===== src/rtl/mult_unit.sv =====
// Iterative radix-2 shift-add multiplier: WIDTH cycles of CALC plus one FIX cycle.
// Define MULT_SIGNED_EN to honour mult_sign; otherwise every operation is unsigned.
module mult_unit #(
  parameter int WIDTH = 32
) (
  input  logic             clk,
  input  logic             reset_n,
  input  logic             start_mult,
  input  logic             mult_sign,
  input  logic [WIDTH-1:0] srca,
  input  logic [WIDTH-1:0] srcb,
  output logic             busy,
  output logic             done,
  output logic [WIDTH-1:0] hi,
  output logic [WIDTH-1:0] lo
);

  typedef enum logic [1:0] {
    IDLE = 2'd0,
    CALC = 2'd1,
    FIX  = 2'd2
  } state_t;

  state_t             state, state_next;
  logic [5:0]         count;
  logic [2*WIDTH-1:0] acc;
  logic [2*WIDTH-1:0] mcand;
  logic [WIDTH-1:0]   mplier;
  logic [WIDTH-1:0]   mag_a, mag_b;
  logic [2*WIDTH-1:0] product;

`ifdef MULT_SIGNED_EN
  logic sign_in;
  logic neg;

  // Signed operands become magnitudes; the most-negative value maps onto itself,
  // which is exactly its magnitude when read as unsigned.
  always_comb begin
    mag_a   = (mult_sign && srca[WIDTH-1]) ? -srca : srca;
    mag_b   = (mult_sign && srcb[WIDTH-1]) ? -srcb : srcb;
    sign_in = mult_sign & (srca[WIDTH-1] ^ srcb[WIDTH-1]);
  end

  assign product = neg ? -acc : acc;
`else
  logic unused_mult_sign;

  assign unused_mult_sign = mult_sign;
  assign mag_a            = srca;
  assign mag_b            = srcb;
  assign product          = acc;
`endif

  assign busy = (state != IDLE);

  always_ff @(posedge clk or negedge reset_n) begin
    if (!reset_n) state <= IDLE;
    else          state <= state_next;
  end

  // NOTE: default assigned before the case so no path leaves state_next unassigned (no latch).
  always_comb begin
    state_next = state;
    case (state)
      IDLE:    if (start_mult) state_next = CALC;
      CALC:    if (count == 6'd1) state_next = FIX;
      FIX:     state_next = IDLE;
      default: state_next = IDLE;
    endcase
  end

  // NOTE: every register here, datapath included, is cleared by reset so an aborted
  // operation leaves nothing behind; sequential state uses non-blocking assignments only.
  always_ff @(posedge clk or negedge reset_n) begin
    if (!reset_n) begin
      count  <= '0;
      acc    <= '0;
      mcand  <= '0;
      mplier <= '0;
      hi     <= '0;
      lo     <= '0;
      done   <= 1'b0;
`ifdef MULT_SIGNED_EN
      neg    <= 1'b0;
`endif
    end else begin
      done <= 1'b0;
      case (state)
        IDLE: begin
          if (start_mult) begin
            acc    <= '0;
            mcand  <= {{WIDTH{1'b0}}, mag_a};
            mplier <= mag_b;
            count  <= 6'(WIDTH);
`ifdef MULT_SIGNED_EN
            neg    <= sign_in;
`endif
          end
        end
        CALC: begin
          if (mplier[0]) acc <= acc + mcand;
          mcand  <= mcand << 1;
          mplier <= mplier >> 1;
          count  <= count - 6'd1;
        end
        FIX: begin
          {hi, lo} <= product;
          done     <= 1'b1;
        end
        default: ;
      endcase
    end
  end

endmodule


===== config.mk =====
export PLATFORM = sky130hd
export DESIGN_NAME = mult_unit
export DESIGN_NICKNAME = d
export VERILOG_FILES = /design/src/rtl/mult_unit.sv
export SDC_FILE = /design/constraint.sdc
export NUM_CORES = 1
export LEC_CHECK = 0
export ABC_AREA = 1
export ABC_CLOCK_PERIOD_IN_PS = 2400
export CAP_MARGIN = 20
export CORE_MARGIN = 8
export CORE_UTILIZATION = 40
export DETAILED_ROUTE_END_ITERATION = 16
export SYNTH_ARGS = -nofsm -noshare
export SYNTH_HDL_FRONTEND = slang
export SYNTH_SLANG_ARGS = --single-unit

===== constraint.sdc =====
create_clock -name clk -period 2.4 [get_ports clk]
set_clock_uncertainty 0.2 [all_clocks]
set_input_delay 0.36 -clock clk [delete_from_list [all_inputs] [get_ports clk]]
set_output_delay 0.36 -clock clk [all_outputs]
set_load 0.01 [all_outputs]

==> flow_metrics.tcl <==
set metrics [dict create \
    ys_top_cells_by_area "dfrtp_1 (39%), nand2_1 (22%), inv_1 (10%)" \
    yosys.cell_types.count 41 \
    dieArea_mm2 0.0439 \
    multiInputGateArea_mm2 0.00857 \
    critical_path_class "register to register" \
    min_period_ns 2.36 \
    cts-htree-levels 1 \
    synth_seq_cells 233 \
    critPathArrivalTime_ns 2.60 \
    rsz0062_at_grt "yes" \
    overflow 0 \
    hold_viol 0 \
    cts_buffers 27 \
    tightest_slew_ns 0.716 \
    ios 134 \
    avgSynthCellArea_um2 6.59 \
    syn_nets 2405 \
    vias 14800 \
    wl_per_cell_um 15.9 \
    yosysWarnings 0 \
    root_buffer "clkbuf_16" \
    synthesis.area_mm2 0.0150 \
    seq_area_mm2 0.00583 \
    rows 71 \
    cap_viol_max_count 0 \
    initial_core_util_pct 40.1 \
    critPathSlowestCell "dfrtp_1" \
    grtUsageTotal_pct 21.7 \
    synth_edf_count 0 \
    synth_top_family_by_area "simple AND/OR/NAND/NOR gates" \
    worst-path-max-fanout 4 \
    synth-compound-area-share_pct 11.6 \
    cp.required_ns 2.64 \
    power.leakage_uw 0.0107 \
    grt_max_degree 88 \
    cts_tree "yes" \
    worst_setup_path_end_kind "register" \
    synthXorXnorAreaFrac_pct 0.234 \
    fmax_mhz 424 \
    nFillCells 3680 \
    cp-start-kind "register" \
    placed_cells 2995 \
    power.density_mw_per_mm2 1280 \
    drtIter0Drc 907 \
    coreArea_mm2 0.0373 \
    syn_to_final_growth_pct 36.3 \
    cts.path.max_buffers 3 \
    status "finished, final reports clean" \
    seq_area_frac_synth_pct 38.9 \
    stdcell_area_mm2 0.0204 \
    die_x_um 209 \
    p_total_uw 26000 \
    hold_path_class "primary input to async pin" \
    synth_adder_area_share_pct 5.56 \
    io_buffer_count 132 \
    ir_worst_vdd_mv 0.672 \
    drcViolationCount 0 \
    postRouteWirelength_um 48600 \
    synth_cells 2271 \
    diodes 0 \
    antenna_left 0 \
    drv_slew 0 \
    synth_flop_cell "dfrtp_1" \
    path_clk_slew_ns 0.06 \
    num-nets-final 2693 \
    dpl.hpwl_um 37200 \
    place_area_mm2 0.0180 \
    synth_mux_area_share_pct 0 \
    final_core_util_pct 54.7 \
    grt_first_pass_wirelength_um 76700 \
    finalSetupViolations 0 \
    yosysTopAreaCell "dfrtp_1" \
    synth_top_area_share_pct 38.9 \
    cts_sinks 233 \
    die_y_um 209 \
    place_congestion 0.920 \
    first_global_vias 14300 \
    fin_cells 3054 \
    insertion_delay_ns 0.56 \
    drive_gt1_share_pct 19.7 \
    async_reset_ff_share_pct 100 \
    crit_path_cell_trace "ha_4 > inv_2 > fa_2 > inv_2 > nand3_4 > inv_2 > nand2_2 > nand3_2 > nand2_2 > nand2_2 > nand2_2 > nand2_4 > nand2_1 > nand2_1 > nand2_1 > nand3_1 > nand2_1" \
    fin_crit_sh_pct 98.3 \
    synthSimpleGateAreaFrac_pct 31.2 \
    antenna_found_initial 1 \
    dr.pass1.iters 7 \
    cpPeakStageDelay_ns 0.39 \
    vias_per_cell 4.85 \
    max-slew-margin-rel_pct 52.2 \
]
[cell usage in the layout (no fill, tap or decap), types with 5 or more instances in the layout]
cell | synthesis | layout
nand2_1 | 872 | 785
inv_1 | 410 | 404
dfrtp_1 | 233 | 233
buf_4 | 1 | 172
clkdlybuf4s50_1 | 0 | 131
o21ai_0 | 134 | 128
nor2_1 | 171 | 126
a21oi_1 | 112 | 93
nand2_2 | 5 | 75
nand3_1 | 80 | 57
o22ai_1 | 41 | 41
nor2_2 | 8 | 36
ha_4 | 0 | 34
clkbuf_16 | 0 | 27
a21oi_2 | 8 | 23
nor2_4 | 4 | 21
nand3_2 | 3 | 19
nand2_4 | 0 | 17
o21ai_1 | 10 | 16
ha_1 | 65 | 16
ha_2 | 0 | 15
inv_2 | 6 | 12
buf_12 | 0 | 10
nand4_1 | 9 | 9
nand3_4 | 0 | 7
nor3_1 | 10 | 6
bufinv_16 | 0 | 6
clkbuf_8 | 0 | 6
nor3_2 | 4 | 5
[through the flow]
step,hold slack (ns),worst slack [ns],setup TNS (ns)
floorplan,-0.136,0.286,0
global placement,0.134,-0.121,-1.80
detailed placement,0.140,-0.198,-3.34
CTS,0.139,-0.0578,-0.189
global route,0.171,-0.0759,-0.998
finish,0.142,0.0419,0
[layout make-up]
class / instances / share of cell area [%]
clock inverter: 14 / 1.15
inverter: 416 / 7.65
timing repair buffer: 317 / 14.0
clock buffer: 36 / 3.77
tap: 474 / 2.91
multi-input combinational: 1564 / 42.0
sequential: 233 / 28.6
[registers in the layout, summed over array words and instances (netlist names)]
register and cells:
acc 64, mcand 64, hi 32, lo 32, mplier 32, count 6
state 2, done 1
[worst paths after layout]
path                                   end      from  cells after the start  slack [ns]
worst max-delay path               acc[46]  mcand[0]                     17        0.04
worst min-delay path            mplier[25]   reset_n                      2        0.14
worst max register to register     acc[46]  mcand[0]                     17        0.04
worst min register to register       hi[6]     hi[6]                      2        0.27
max in group asynchronous           hi[14]   reset_n                      3        1.20
min in group clk                  mcand[0]   srca[0]                      2        0.23
[worst max-delay path: cells and delay by family, from the launching register on]
| kind | cells | cell delay (ns) |
|---|---|---|
| adders and majority gates | 2 | 0.51 |
| DFF | 1 | 0.39 |
| and+or+nand+nor | 12 | 0.94 |
| buffers and inverters | 3 | 0.21 |
[cells in the mapped netlist (all sizes together) (3+ instances only)]
cell type / instances
nand2: 877
inv: 416
dfrtp: 233
nor2: 183
o21ai: 144
a21oi: 120
nand3: 83
ha: 65
o22ai: 41
buf: 29
clkbuf: 29
nor3: 14
nand4: 9
or2: 4
a22oi: 3
[timing repair]
action / CTS / global route
endpoints found under the hold margin: 225 / 0
resized for setup: 40 / 262
pin swaps: 4 / 32
setup buffers: 1 / 7
hold buffers: 1 / 0
endpoints found under the setup margin: 39 / 47
[report_power, final]
part	switching [µW]	total (µW)	internal [µW]
combinational	8490	14900	6370
clock	1710	4610	2890
sequential	1140	6560	5420
[per-layer routing]
layer	up-vias	part of all wire, %	global-route usage (%)	wire [µm]
li1	7576	-	-	-
met1	6917	50	31.9	24300
met2	287	43	33.8	21100
met3	41	5.1	2.83	2500
met4	0	1.4	4.35	675
met5	-	0	0	0
[cell families (layout without fill, tap and decap cells)]
group           after synthesis  after routing
xor+xnor                      4              4
fa+ha+maj                    66             66
buf+inv                     474            783
simple gates               1174           1174
flops                       233            233
compound gates              320            320
Note: power is estimated with default switching activity, not from simulation.
